## config.mk

```make
export PLATFORM = sky130hd
export DESIGN_NAME = bram_bank_loader
export DESIGN_NICKNAME = d
export VERILOG_FILES = /design/src/rtl/bram_bank_loader.sv
export SDC_FILE = /design/constraint.sdc
export NUM_CORES = 1
export LEC_CHECK = 0
export ABC_CLOCK_PERIOD_IN_PS = 2280
export CAP_MARGIN = 20
export CORE_MARGIN = 2
export CORE_UTILIZATION = 50
export CTS_BUF_LIST = sky130_fd_sc_hd__clkbuf_4 sky130_fd_sc_hd__clkbuf_8
export DETAILED_ROUTE_END_ITERATION = 16
export PLACE_DENSITY = 0.79
export SETUP_SLACK_MARGIN = 0.4
export SKIP_LAST_GASP = 1
export SLEW_MARGIN = 25
export SYNTH_ARGS = -nofsm -noshare
export SYNTH_HDL_FRONTEND = slang
export SYNTH_SLANG_ARGS = --single-unit
```

## constraint.sdc

```tcl
create_clock -name clk -period 2.28 [get_ports clk]
set_clock_uncertainty 0.05 [all_clocks]
set_input_delay 0.228 -clock clk [delete_from_list [all_inputs] [get_ports clk]]
set_output_delay 0.228 -clock clk [all_outputs]
set_load 0.01 [all_outputs]
```

## src/rtl/bram_bank_loader.sv

```systemverilog
// bram_bank_loader: accepts an AXI-Stream word sequence and spreads it across
// BANKS block RAMs in an interleaved layout (word n -> bank n%BANKS, address
// n/BANKS). Write-port outputs are registered one cycle behind the accepted beat.
// Optional feature: define BRAM_BANK_LOADER_TLAST_CHECK_EN to enable the sticky
// tlast framing check; without it s_axis_tlast is ignored and error stays 0.
//
// state | meaning
// IDLE  | waiting for start; stream not accepted
// LOAD  | accepting beats and writing banks
// DONE  | load finished; done pulses on the following cycle

module bram_bank_loader #(
  parameter int BANKS = 4,
  parameter int WIDTH = 16,
  parameter int DEPTH = 256,
  parameter int ADDR  = $clog2(DEPTH),
  parameter int WE    = WIDTH / 8,
  parameter int CNT_W = $clog2(BANKS * DEPTH + 1)
) (
  input  logic                   clk,
  input  logic                   rst,
  input  logic                   start,
  input  logic [CNT_W-1:0]       count,
  input  logic [WIDTH-1:0]       s_axis_tdata,
  input  logic                   s_axis_tvalid,
  output logic                   s_axis_tready,
  input  logic                   s_axis_tlast,
  output logic [BANKS-1:0]       ena,
  output logic [BANKS*WE-1:0]    wea,
  output logic [BANKS*ADDR-1:0]  addra,
  output logic [BANKS*WIDTH-1:0] dina,
  output logic                   busy,
  output logic                   done,
  output logic                   error
);

  localparam int BW = (BANKS > 1) ? $clog2(BANKS) : 1;
  localparam logic [CNT_W-1:0] MAX_WORDS = CNT_W'(BANKS * DEPTH);
  localparam logic [BW-1:0]    LAST_BANK = BW'(BANKS - 1);

  typedef enum logic [1:0] {IDLE, LOAD, DONE} state_t;

  state_t           state;
  logic [CNT_W-1:0] total;
  logic [CNT_W-1:0] beat_cnt;
  logic [BW-1:0]    bank_idx;
  logic [ADDR-1:0]  addr_idx;
  logic             beat;
  logic             last_beat;

  assign s_axis_tready = (state == LOAD);
  assign busy          = (state == LOAD);
  assign beat          = s_axis_tready && s_axis_tvalid;
  assign last_beat     = beat && (beat_cnt == total - 1'b1);

  // Sequencer: start latches the clamped length, beats walk bank then address.
  always_ff @(posedge clk) begin
    if (rst) begin
      state    <= IDLE;
      total    <= '0;
      beat_cnt <= '0;
      bank_idx <= '0;
      addr_idx <= '0;
      done     <= 1'b0;
    end else begin
      done <= (state == DONE);
      case (state)
        IDLE: begin
          if (start) begin
            total    <= (count > MAX_WORDS) ? MAX_WORDS : count;
            beat_cnt <= '0;
            bank_idx <= '0;
            addr_idx <= '0;
            state    <= (count == '0) ? DONE : LOAD;
          end
        end
        LOAD: begin
          if (beat) begin
            beat_cnt <= beat_cnt + 1'b1;
            // Explicit wrap so non-power-of-two bank counts stay in range.
            if (bank_idx == LAST_BANK) begin
              bank_idx <= '0;
              addr_idx <= addr_idx + 1'b1;
            end else begin
              bank_idx <= bank_idx + 1'b1;
            end
            if (last_beat) state <= DONE;
          end
        end
        DONE:    state <= IDLE;
        default: state <= IDLE;
      endcase
    end
  end

  // Registered write port: enables are single-cycle, address/data slices hold.
  always_ff @(posedge clk) begin
    if (rst) begin
      ena   <= '0;
      wea   <= '0;
      addra <= '0;
      dina  <= '0;
    end else begin
      ena <= '0;
      wea <= '0;
      if (beat) begin
        for (int i = 0; i < BANKS; i++) begin
          if (bank_idx == BW'(i)) begin
            ena[i]                  <= 1'b1;
            wea[i*WE +: WE]         <= '1;
            addra[i*ADDR +: ADDR]   <= addr_idx;
            dina[i*WIDTH +: WIDTH]  <= s_axis_tdata;
          end
        end
      end
    end
  end

`ifdef BRAM_BANK_LOADER_TLAST_CHECK_EN
  // Sticky framing flag: tlast must coincide exactly with the final beat.
  always_ff @(posedge clk) begin
    if (rst) begin
      error <= 1'b0;
    end else if (state == IDLE && start) begin
      error <= 1'b0;
    end else if (beat && (last_beat != s_axis_tlast)) begin
      error <= 1'b1;
    end
  end
`else
  logic unused_tlast;
  assign unused_tlast = s_axis_tlast;
  assign error        = 1'b0;
`endif

endmodule

```

==> results of run 1 <==
-- synthesized netlist by cell type, types with 5 or more instances --
| master | n | share of area [%] |
|---|---|---|
| nand2_1 | 209 | 14 |
| dfxtp_1 | 135 | 50 |
| a21oi_1 | 105 | 9.7 |
| clkbuf_1 | 31 | 2.1 |
| nor2_1 | 31 | 2.1 |
| xor2_1 | 15 | 2.4 |
| buf_2 | 12 | 1.1 |
| o21ai_0 | 11 | 1.0 |
| buf_4 | 10 | 1.4 |
| xnor2_1 | 9 | 1.4 |
| nor3_1 | 8 | 0.74 |
| a22o_1 | 7 | 1.1 |
| ha_1 | 7 | 1.6 |
| inv_1 | 7 | 0.48 |
| and3_1 | 6 | 0.69 |
| nand3_1 | 6 | 0.55 |
| nand4_1 | 6 | 0.69 |
| and2_1 | 5 | 0.58 |
| nand2b_1 | 5 | 0.58 |
| nor3b_1 | 5 | 0.69 |
-- routing by layer --
| layer | up-vias | track usage (%) | share of wire (%) |
|---|---|---|---|
| li1 | 2478 | - | - |
| met1 | 2352 | 28.5 | 39 |
| met2 | 178 | 43.5 | 50 |
| met3 | 25 | 10.7 | 9.5 |
| met4 | 0 | 8.79 | 1.4 |
| met5 | - | 0 | 0 |
-- logic make-up (layout without fill, tap and decap cells) --
kind of cell    count (synthesis)  in the layout  share of synthesized area [%]
simple gates                  298            299                           23.7
other cells                     1              1                         0.0690
xor+xnor                       26             26                           4.69
flops                         135            135                           49.7
compound gates                140            140                           14.7
buf+inv                        61            205                           5.32
mux                             1              1                          0.207
fa+ha+maj                       7              7                           1.61
-- worst reg2reg max path: stages (launching register included) --
cell	delay, ns
dfxtp_4	0.38
inv_4	0.04
ha_4	0.19
buf_2	0.17
nor4b_2	0.29
o21bai_1	0.11
a32oi_2	0.31
a41oi_2	0.17
nor3_2	0.16
-- state kept, by name, indices dropped and copies added (netlist names) --
| signal | count |
|---|---|
| ena | 3 |
| beat_cnt | 11 |
| wea | 1 |
| dina | 64 |
| total | 11 |
| bank_idx | 2 |
| done | 1 |
| state | 2 |
| addra | 32 |
| addr_idx | 8 |
-- layout make-up --
cell class              instances  area, µm²  area share [%]
clock buffers                  18        248            3.33
clock inverters                12       82.6            1.11
inverters                       7       31.3           0.421
multi-input cells             474       2570            34.6
flip-flops and latches        135       2720            36.5
well taps                     140        175            2.36
repair buffers                168       1610            21.7
-- power groups by stage --
| stage | Sequential, mW | Combinational [mW] | Clock [mW] |
|---|---|---|---|
| floorplan | 2.47 | 0.189 | 0 |
| detailed placement | 2.47 | 0.353 | 0 |
| CTS | 2.41 | 0.368 | 1.70 |
| global placement | 2.46 | 0.342 | 0 |
| finish | 2.41 | 0.402 | 1.67 |
| global route | 2.42 | 0.431 | 1.83 |
-- worst max path at each step --
stage | start | end | slack, ns
2_1_floorplan | total[0] | state[0] | 0.40
3_3_place_gp | start | addr_idx[5] | 0.20
3_5_place_dp | total[0] | state[0] | 0.11
4_1_cts | total[5] | state[0] | 0.41
5_1_grt | total[1] | state[1] | 0.28
6_report | total[0] | state[1] | 0.35
-- what timing repair did --
action                                  4_1_cts  5_1_grt
hold buffers                                  1        0
pin swaps                                     5       15
endpoints found under the setup margin        4        3
buffers inserted                              5        2
endpoints found under the hold margin         4        0
gates cloned                                  0        1
resized for setup                            15       23
-- stage by stage --
step | hold slack (ns) | instance area (µm²) | cells | setup slack (ns)
global route | 0.335 | 7440 | 954 | 0.281
finish | 0.336 | 7440 | 954 | 0.348
global placement | 0.391 | 6900 | 915 | 0.200
detailed placement | 0.397 | 6900 | 915 | 0.114
floorplan | 0.287 | 5450 | 669 | 0.402
CTS | 0.318 | 7320 | 951 | 0.407
==> metrics.md, run 1 <==
| Metric | Value |
|---|---|
| Total CTS buffers | `17` |
| Fmax | `0.517 GHz` |
| Vias in the first global route | `4770` |
| First-pass DRT Iterations | `5` |
| Flop and latch count out of synthesis | `135` |
| Pwr Total | `4.49 mW` |
| Max Cap Viol | `0` |
| CTS root buffer | `clkbuf_8` |
| Unrepaired setup endpoints after global routing | `true` |
| Final setup vio count | `0` |
| Avg Inst Size Synth | `8.13 µm²` |
| Reg2reg path depth | `8` |
| Crit Path Max Fanout | `7` |
| Chip height | `108 µm` |
| CORE AREA | `10700 µm²` |
| Lkg Pwr | `2.55 nW` |
| Flop pwr share | `53.8%` |
| YS warnings | `0` |
| CP Launch Type | `flop` |
| Fillers | `837` |
| Reg2reg end | `state[1]` |
| Reg2Reg Setup Slack | `0.35 ns` |
| Dpl hpwl | `10100 µm` |
| CP delay by family, top | `compound AO/OA/AOI/OAI gates` |
| Starting Density | `50.6%` |
| Cell variety after synth | `47` |
| Critical-path top delay cell | `dfxtp_4` |
| N_diodes | `0` |
| FFs w/ async S/R, synth | `0%` |
| # clock sinks | `135` |
| Mapped Cells | `669` |
| Final WL | `14800 µm` |
| Hold path cells | `3` |
| Measured slew at the worst slew-check pin | `0.597 ns` |
| Via count | `5033` |
| Hold Vio Cnt, Final | `0` |
| I/O Buffers | `141` |
| NetSw | `1.16 mW` |
| TritonCTS clock tree | `done` |
| Mapped cell area | `5440 µm²` |
| WL/cell | `15.6 µm` |
| WP data required | `2.59 ns` |
| Layout cell share with drive strength beyond 1 | `10.9%` |
| Fin nets | `842` |
| Hold Path Class | `primary input to flop` |
| Clock H-tree levels | `4` |
| Most common cell after layout, fill and taps aside | `nand2_1` |
| Worst path max stage delay | `0.38 ns` |
| # DRC | `0` |
| Gr ovfl total | `0` |
| Die X | `108 µm` |
| Max VDD drop | `0.465 mV` |
| EDFF count, synth | `0` |
| Synth Flop Type | `dfxtp_1` |
| Iter 0 DRT Violations | `222` |
| Hold endpoint | `total[0]` |
| Clk pin slew, worst setup/hold paths | `0.08 ns` |
| Cell Pwr Density | `604 nW/µm²` |
| Most frequent cells in the layout | `nand2_1 (209), clkdlybuf4s50_1 (138), dfxtp_1 (129)` |
| CP Class | `flop to flop` |
| GP Congestion | `0.897` |
| Initial antenna violation count | `0` |
| Global-route usage over all layers | `25.4%` |
| RR Startpoint | `total[0]` |
| Crit end category | `flop` |
| CP bufs+invs | `2` |
| Switch share | `25.8%` |
| Number of cells on the critical path | `8` |
| Avg Vias per Cell | `5.28` |
| Largest net degree at the start of global routing | `60` |
| Min-delay src | `count[0]` |
| Slew headroom | `60.2%` |
| Clock Latency Late Sink | `0.43 ns` |
| Site Rows | `38` |
| Status | `complete, no violations` |
| CP cell instances | `inv_4 -> ha_4 -> buf_2 -> nor4b_2 -> o21bai_1 -> a32oi_2 -> a41oi_2 -> nor3_2` |
| Global-route wire length before repair | `23000 µm` |
| CTS Buffer Depth | `2` |
| Clock power share | `37.3%` |
| Io pins | `144` |
| Syn nets | `708` |
| Fin crit period | `1.93 ns` |
| CP arrival | `2.25 ns` |
| Final Cycle Share | `84.8%` |
| Setup TNS Final | `0 ns` |
| Syn-to-layout area delta | `36.7%` |
| Post-route ant nets | `0` |
| Comb pwr share | `9.0%` |
| Post-Route Utilization | `69.2%` |
| Internal Power | `3.33 mW` |
| Fin. max-slew vios | `0` |
| Post-synthesis sequential area ratio | `49.7%` |
| Die Area | `11700 µm²` |
(Power assumes the default switching activity.)
==> run 2: changes to the inputs <==
--- a/config.mk
+++ b/config.mk
@@ -5,13 +5,13 @@
 export SDC_FILE = /design/constraint.sdc
 export NUM_CORES = 1
 export LEC_CHECK = 0
-export ABC_CLOCK_PERIOD_IN_PS = 2280
+export ABC_CLOCK_PERIOD_IN_PS = 1700
 export CAP_MARGIN = 20
 export CORE_MARGIN = 2
-export CORE_UTILIZATION = 50
+export CORE_UTILIZATION = 45
 export CTS_BUF_LIST = sky130_fd_sc_hd__clkbuf_4 sky130_fd_sc_hd__clkbuf_8
 export DETAILED_ROUTE_END_ITERATION = 16
-export PLACE_DENSITY = 0.79
+export PLACE_DENSITY = 0.75
 export SETUP_SLACK_MARGIN = 0.4
 export SKIP_LAST_GASP = 1
 export SLEW_MARGIN = 25
==> constraint.sdc (replaced) <==
create_clock -name clk -period 1.7 [get_ports clk]
set_clock_uncertainty 0.05 [all_clocks]
set_input_delay 0.17 -clock clk [delete_from_list [all_inputs] [get_ports clk]]
set_output_delay 0.17 -clock clk [all_outputs]
set_load 0.01 [all_outputs]
==> run 2 against run 1 <==
  * The run now ends with negative setup slack left
  * Final cell count up 8.9%
  * Clock-buffer cell count unchanged
  * Global-route usage up 1.2 points
  * Clock power up 69%
  * Worst hold slack worse by 0.19 ns
  * Setup slack worse by 0.55 ns
  * Maximum frequency up 1.4%
  * Cell area up 21%
  * Largest cell class is now multi-input combinational cells
  * Die area up 11%
  * Power up 53%
  * Sequential power up 34%
  * Combinational power up 100%
==> metrics.md, run 2 (synthesized netlist as in run 1, its figures left out) <==
| Metric | Value |
|---|---|
| Status | `finished, violations left` |
| Failing checks | `negative setup slack` |
| Largest regs | `dina x64, addra x32` |
| WL/cell | `19.6 µm (+26%)` |
| Hold Vio Cnt, Final | `0 (unchanged)` |
| First-pass DRT Iterations | `5 (unchanged)` |
| Die X | `114 µm (+5.2%)` |
| Lkg Pwr | `3.84 nW (+51%)` |
| # clock sinks | `135 (unchanged)` |
| Comb pwr share | `11.9% (+2.9 points)` |
| Fmax | `0.525 GHz (+1.4%)` |
| Global-route wire length before repair | `26900 µm (+17%)` |
| Largest net degree at the start of global routing | `63 (+5.0%)` |
| Gr ovfl total | `0 (unchanged)` |
| Fin. max-slew vios | `0 (unchanged)` |
| Starting Density | `45.7% (-5.0 points)` |
| Reg2reg path depth | `9 (+1)` |
| CP Class | `flop to flop` |
| Clk pin slew, worst setup/hold paths | `0.07 ns (about the same)` |
| Crit Path Max Fanout | `8 (+1)` |
| Iter 0 DRT Violations | `441 (+99%)` |
| Design area | `8980 µm² (+21%)` |
| Total CTS buffers | `17 (unchanged)` |
| Worst setup path start | `total[1]` |
| Reg2Reg Setup Slack | `-0.21 ns (-0.55 ns)` |
| Flop pwr share | `47.0% (-6.8 points)` |
| Avg Vias per Cell | `5.61 (+6.3%)` |
| Most common cell after layout, fill and taps aside | `nand2_1` |
| Max VDD drop | `0.636 mV (+37%)` |
| Max Cap Viol | `0 (unchanged)` |
| Crit end category | `flop` |
| CP Launch Type | `flop` |
| Hold endpoint | `total[0]` |
| I/O Buffers | `141 (unchanged)` |
| Dpl hpwl | `10700 µm (+5.8%)` |
| Site Rows | `40 (+5.3%)` |
| Post-DP Area | `7390 µm² (+7.1%)` |
| Initial antenna violation count | `0 (unchanged)` |
| Pre-CTS setup slack | `-0.433 ns (-0.547 ns)` |
| GP Congestion | `0.853 (-5.0%)` |
| Via count | `5829 (+16%)` |
| Biggest register | `dina` |
| Hold Path Class | `primary input to flop` |
| Die Area | `13000 µm² (+11%)` |
| Fin crit period | `1.91 ns (-0.0262 ns)` |
| Final setup vio count | `10 (+10)` |
| Final WL | `20400 µm (+38%)` |
| Most frequent cells in the layout | `nand2_1 (161), dfxtp_1 (126), clkbuf_2 (66)` |
| Clock Latency Late Sink | `0.46 ns (+0.03 ns)` |
| Syn-to-layout area delta | `65.2%` |
| CP arrival | `2.19 ns (-0.06 ns)` |
| Global-route usage over all layers | `26.7% (+1.2 points)` |
| Switch share | `26.1% (+0.28 points)` |
| Reg2reg end | `state[0]` |
| Internal Power | `5.08 mW (+53%)` |
| Post-route setup slack | `-0.206 ns (-0.554 ns)` |
| Hold path cells | `5 (+2)` |
| Io pins | `144 (unchanged)` |
| WP data required | `1.98 ns (-0.61 ns)` |
| TritonCTS clock tree | `done` |
| Fillers | `764 (-8.7%)` |
| Cell Pwr Density | `765 nW/µm² (+27%)` |
| NetSw | `1.79 mW (+55%)` |
| Unrepaired setup endpoints after global routing | `true` |
| Min-delay src | `rst` |
| Final Cycle Share | `112% (+27 points)` |
| CTS root buffer | `clkbuf_8` |
| Max reg flops | `64 (unchanged)` |
| CTS Buffer Depth | `2 (unchanged)` |
| # DRC | `0 (unchanged)` |
| Post-route ant nets | `0 (unchanged)` |
| CORE AREA | `11900 µm² (+11%)` |
| Fin nets | `918 (+9.0%)` |
| Measured slew at the worst slew-check pin | `0.798 ns (+0.201 ns)` |
| N_diodes | `0 (unchanged)` |
| Layout cell share with drive strength beyond 1 | `40.7% (+30 points)` |
| Min Hold Slack | `0.144 ns (-0.192 ns)` |
| Clock power share | `41.1% (+3.8 points)` |
| Slew headroom | `46.8% (-13 points)` |
| Chip height | `114 µm (+5.2%)` |
| Clock H-tree levels | `4 (unchanged)` |
| RR Startpoint | `total[1]` |
| Vias in the first global route | `5422 (+14%)` |
-- run 2: worst max-delay path by stage --
| stage | endpoint | slack [ns] |
|---|---|---|
| floorplan | state[0] | -0.02 |
| global placement | beat_cnt[7] | -0.38 |
| detailed placement | beat_cnt[9] | -0.43 |
| CTS | state[1] | -0.14 |
| global route | state[0] | -0.26 |
| finish | state[0] | -0.21 |
-- run 2: worst max-delay path, stage by stage, from the launching register on --
cell      delay [ns]
dfxtp_2         0.34
inv_2           0.05
ha_4            0.19
buf_6           0.14
xnor2_2         0.12
a21oi_1         0.14
o21ai_1         0.09
a221oi_2        0.36
a31o_2          0.25
a21oi_2         0.06
-- run 2: metrics by stage --
| stage | std cells | utilization, % | total power [mW] | setup TNS, ns |
|---|---|---|---|---|
| 6_report | 1039 | 75.4 | 6.87 | -0.716 |
| 5_1_grt | 1039 | 75.4 | 7.08 | -1.44 |
| 4_1_cts | 1020 | 70.4 | 6.70 | -0.349 |
| 3_5_place_dp | 964 | 62.1 | 3.87 | -10.27 |
| 3_3_place_gp | 964 | 62.1 | 3.86 | -7.84 |
| 2_1_floorplan | 669 | - | 3.58 | -0.0165 |
-- run 2: layout make-up --
type	instances	area [µm²]	area share, %
inverters	7	31.3	0.348
clock inverters	14	173	1.92
well taps	147	184	2.05
multi-input cells	473	3200	35.6
clock buffers	18	241	2.69
repair buffers	245	2440	27.2
flip-flops and latches	135	2720	30.2
-- run 2: what timing repair did --
| item | CTS | global route |
|---|---|---|
| pin swaps | 16 | 64 |
| buffers inserted | 13 | 11 |
| hold buffers | 0 | 0 |
| cloned | 11 | 8 |
| resized for setup | 269 | 270 |
| setup endpoints to repair | 243 | 230 |
-- run 2: power by group through the flow --
stage               registers, mW  logic [mW]  clock network (mW)
finish                       3.23       0.819                2.83
global route                 3.23       0.855                2.99
CTS                          3.22       0.665                2.81
detailed placement           3.30       0.577                   0
global placement             3.29       0.568                   0
floorplan                    3.31       0.270                   0
-- run 2: routing by layer --
layer | vias up | routed length [µm] | global-route usage (%)
li1 | 2645 | - | -
met1 | 2789 | 7500 | 30.3
met2 | 311 | 10100 | 45.8
met3 | 84 | 2050 | 9.56
met4 | 0 | 756 | 10.4
met5 | - | 0 | 0
==> run 3: changes to the inputs <==
--- a/config.mk
+++ b/config.mk
@@ -12,6 +12,7 @@
 export CTS_BUF_LIST = sky130_fd_sc_hd__clkbuf_4 sky130_fd_sc_hd__clkbuf_8
 export DETAILED_ROUTE_END_ITERATION = 16
 export PLACE_DENSITY = 0.75
+export REMOVE_ABC_BUFFERS = 1
 export SETUP_SLACK_MARGIN = 0.4
 export SKIP_LAST_GASP = 1
 export SLEW_MARGIN = 25
==> run 3 against run 2 <==
  * The run still ends with negative setup slack left
  * Sequential share of layout area is 2.4 points lower
  * Register-to-register slack got worse by 0.13 ns
  * Non-clock buffer count increased by 8
  * Utilization grew 7.0 points
  * Flip-flop and latch count stayed put
  * Maximum frequency down 6.2%
  * Wire length rose by 46%
  * Critical path depth unchanged
  * Combinational power up 12%
  * Clock-buffer cell count increased by 3
  * First-iteration DRC count increased by 120%
  * Global-route usage rose by 8.5 points
  * Critical endpoint is now state[1]
  * Highest routed layer is now met5
==> metrics.md, run 3 (synthesized netlist as in run 1, its figures left out) <==
| Metric | Value |
|---|---|
| Fmax | `0.492 GHz (-6.2%)` |
| Slew headroom | `56.4% (+9.7 points)` |
| Global-route wire length before repair | `34300 µm (+27%)` |
| Site Rows | `40 (unchanged)` |
| Largest regs | `dina x64, addra x32` |
| Hold path cells | `2 (-3)` |
| Crit Path Max Fanout | `5 (-3)` |
| # clock sinks | `135 (unchanged)` |
| Max reg flops | `64 (unchanged)` |
| Max Cap Viol | `0 (unchanged)` |
| CTS root buffer | `clkbuf_8` |
| Die Area | `13000 µm² (unchanged)` |
| Unrepaired setup endpoints after global routing | `true` |
| Register area | `2730 µm² (+0.64%)` |
| Biggest register | `dina` |
| Chip height | `114 µm (unchanged)` |
| Max VDD drop | `1.02 mV (+61%)` |
| CP Launch Type | `flop` |
| Most frequent cells in the layout | `dfxtp_1 (112), nand2_1 (98), nand2_4 (76)` |
| Hold Vio Cnt, Final | `0 (unchanged)` |
| Cell Pwr Density | `745 nW/µm² (-2.6%)` |
| Initial antenna violation count | `3 (+3)` |
| Dpl hpwl | `10900 µm (+1.3%)` |
| Fillers | `562 (-26%)` |
| Lkg Pwr | `4.18 nW (+8.7%)` |
| Largest net degree at the start of global routing | `33 (-48%)` |
| Total CTS buffers | `17 (unchanged)` |
| I/O Buffers | `141 (unchanged)` |
| CTS Buffer Depth | `2 (unchanged)` |
| First-pass DRT Iterations | `7 (+2)` |
| WL/cell | `28.4 µm (+45%)` |
| Reg2reg path depth | `9 (unchanged)` |
| Pre-CTS setup slack | `-0.412 ns (+0.0208 ns)` |
| Hold buffers post-CTS | `0 (unchanged)` |
| Clock H-tree levels | `4 (unchanged)` |
| Most common cell after layout, fill and taps aside | `dfxtp_1` |
| Die X | `114 µm (unchanged)` |
| Clk pin slew, worst setup/hold paths | `0.10 ns (+0.03 ns)` |
| Via count | `6795 (+17%)` |
| Clock Latency Late Sink | `0.49 ns (+0.03 ns)` |
| Final WL | `29800 µm (+46%)` |
| Multi-input gate area | `3720 µm² (+16%)` |
| Hold Path Class | `primary input to flop` |
| Post-route setup slack | `-0.332 ns (-0.126 ns)` |
| CP Class | `flop to flop` |
| Reg2Reg Setup Slack | `-0.33 ns (-0.13 ns)` |
| Global-route usage over all layers | `35.2% (+8.5 points)` |
| Setup TNS Final | `-5.50 ns (-4.78 ns)` |
| Post-route ant nets | `0 (unchanged)` |
| Final setup vio count | `89 (+79)` |
| Measured slew at the worst slew-check pin | `0.652 ns (-0.146 ns)` |
| Status | `finished, violations left` |
| Avg Vias per Cell | `6.48 (+16%)` |
| Min Hold Slack | `0.0696 ns (-0.0741 ns)` |
| Starting Density | `45.7% (unchanged)` |
| TritonCTS clock tree | `done` |
| Fin. max-slew vios | `0 (unchanged)` |
| Final Cycle Share | `120% (+7.4 points)` |
| Fin crit period | `2.03 ns (+0.126 ns)` |
| # DRC | `0 (unchanged)` |
| Fin nets | `926 (+0.87%)` |
| GP Congestion | `0.814 (-4.5%)` |
| Layout cell share with drive strength beyond 1 | `53.8% (+13 points)` |
| Gr ovfl total | `0 (unchanged)` |
| Io pins | `144 (unchanged)` |
| CP arrival | `2.36 ns (+0.17 ns)` |
| Crit end category | `flop` |
| WP data required | `2.03 ns (+0.05 ns)` |
| Failing checks | `negative setup slack` |
| Vias in the first global route | `6252 (+15%)` |
| CORE AREA | `11900 µm² (unchanged)` |
| Iter 0 DRT Violations | `961 (+120%)` |
| Syn-to-layout area delta | `80.7%` |
run 3: cell count changes in the layout (fill, tap and decap cells not counted), sizes merged:
cell	delta
buf	+13
clkinvlp	+1
diode	+1
bufinv	+1
clkdlybuf4s15	-2
inv	-3
clkinv	-2
run 3: report_power, final:
group / internal, mW / total (mW) / switching, mW / leakage [nW]
Combinational: 0.406 / 0.921 / 0.514 / 2.85
Clock: 1.75 / 3.17 / 1.42 / 0.224
Sequential: 3.20 / 3.23 / 0.0322 / 1.10
run 3: final timing paths:
kind            start  endpoint
max          total[0]  state[1]
min reg2reg   dina[1]   dina[1]
min               rst  dina[40]
max reg2reg  total[0]  state[1]
run 3: critical path, stage by stage (launching register included):
cell      delay [ns]
dfxtp_2         0.35
inv_2           0.06
ha_4            0.18
buf_6           0.13
xnor2_1         0.13
a21oi_1         0.17
o21ai_1         0.10
a221oi_2        0.35
a41oi_1         0.19
nor3_1          0.22
run 3: area by class of cell:
cell class	instances	area share [%]
tap	147	1.87
sequential	135	27.8
timing repair buffer	253	27.4
inverter	7	0.293
antenna	1	0.0255
multi-input combinational	473	37.9
clock buffer	21	2.94
clock inverter	11	1.73
run 3: through the flow:
stage | std cells | utilization, % | total power [mW] | cell area (µm²)
after floorplan | 615 | - | 3.50 | 5170
after global placement | 958 | 61.2 | 3.82 | 7290
after detailed placement | 958 | 61.2 | 3.85 | 7290
after CTS | 1033 | 75.6 | 6.96 | 9010
after global routing | 1047 | 82.5 | 7.44 | 9820
final | 1048 | 82.5 | 7.32 | 9820
run 3: per-layer routing:
metal  vias to the layer above  GRT usage [%]  wire [µm]
met5                         -              0         77
li1                       2667              -          -
met3                       293           8.98       3650
met2                       684           57.2      13200
met4                         7           25.1       3290
met1                      3144           40.2       9570
run 3: repair_timing:
| item | in CTS | in global routing |
|---|---|---|
| pin swaps | 54 | 93 |
| resized for setup | 367 | 363 |
| gates cloned | 20 | 2 |
| buffers inserted | 23 | 12 |
| setup endpoints to repair | 245 | 234 |
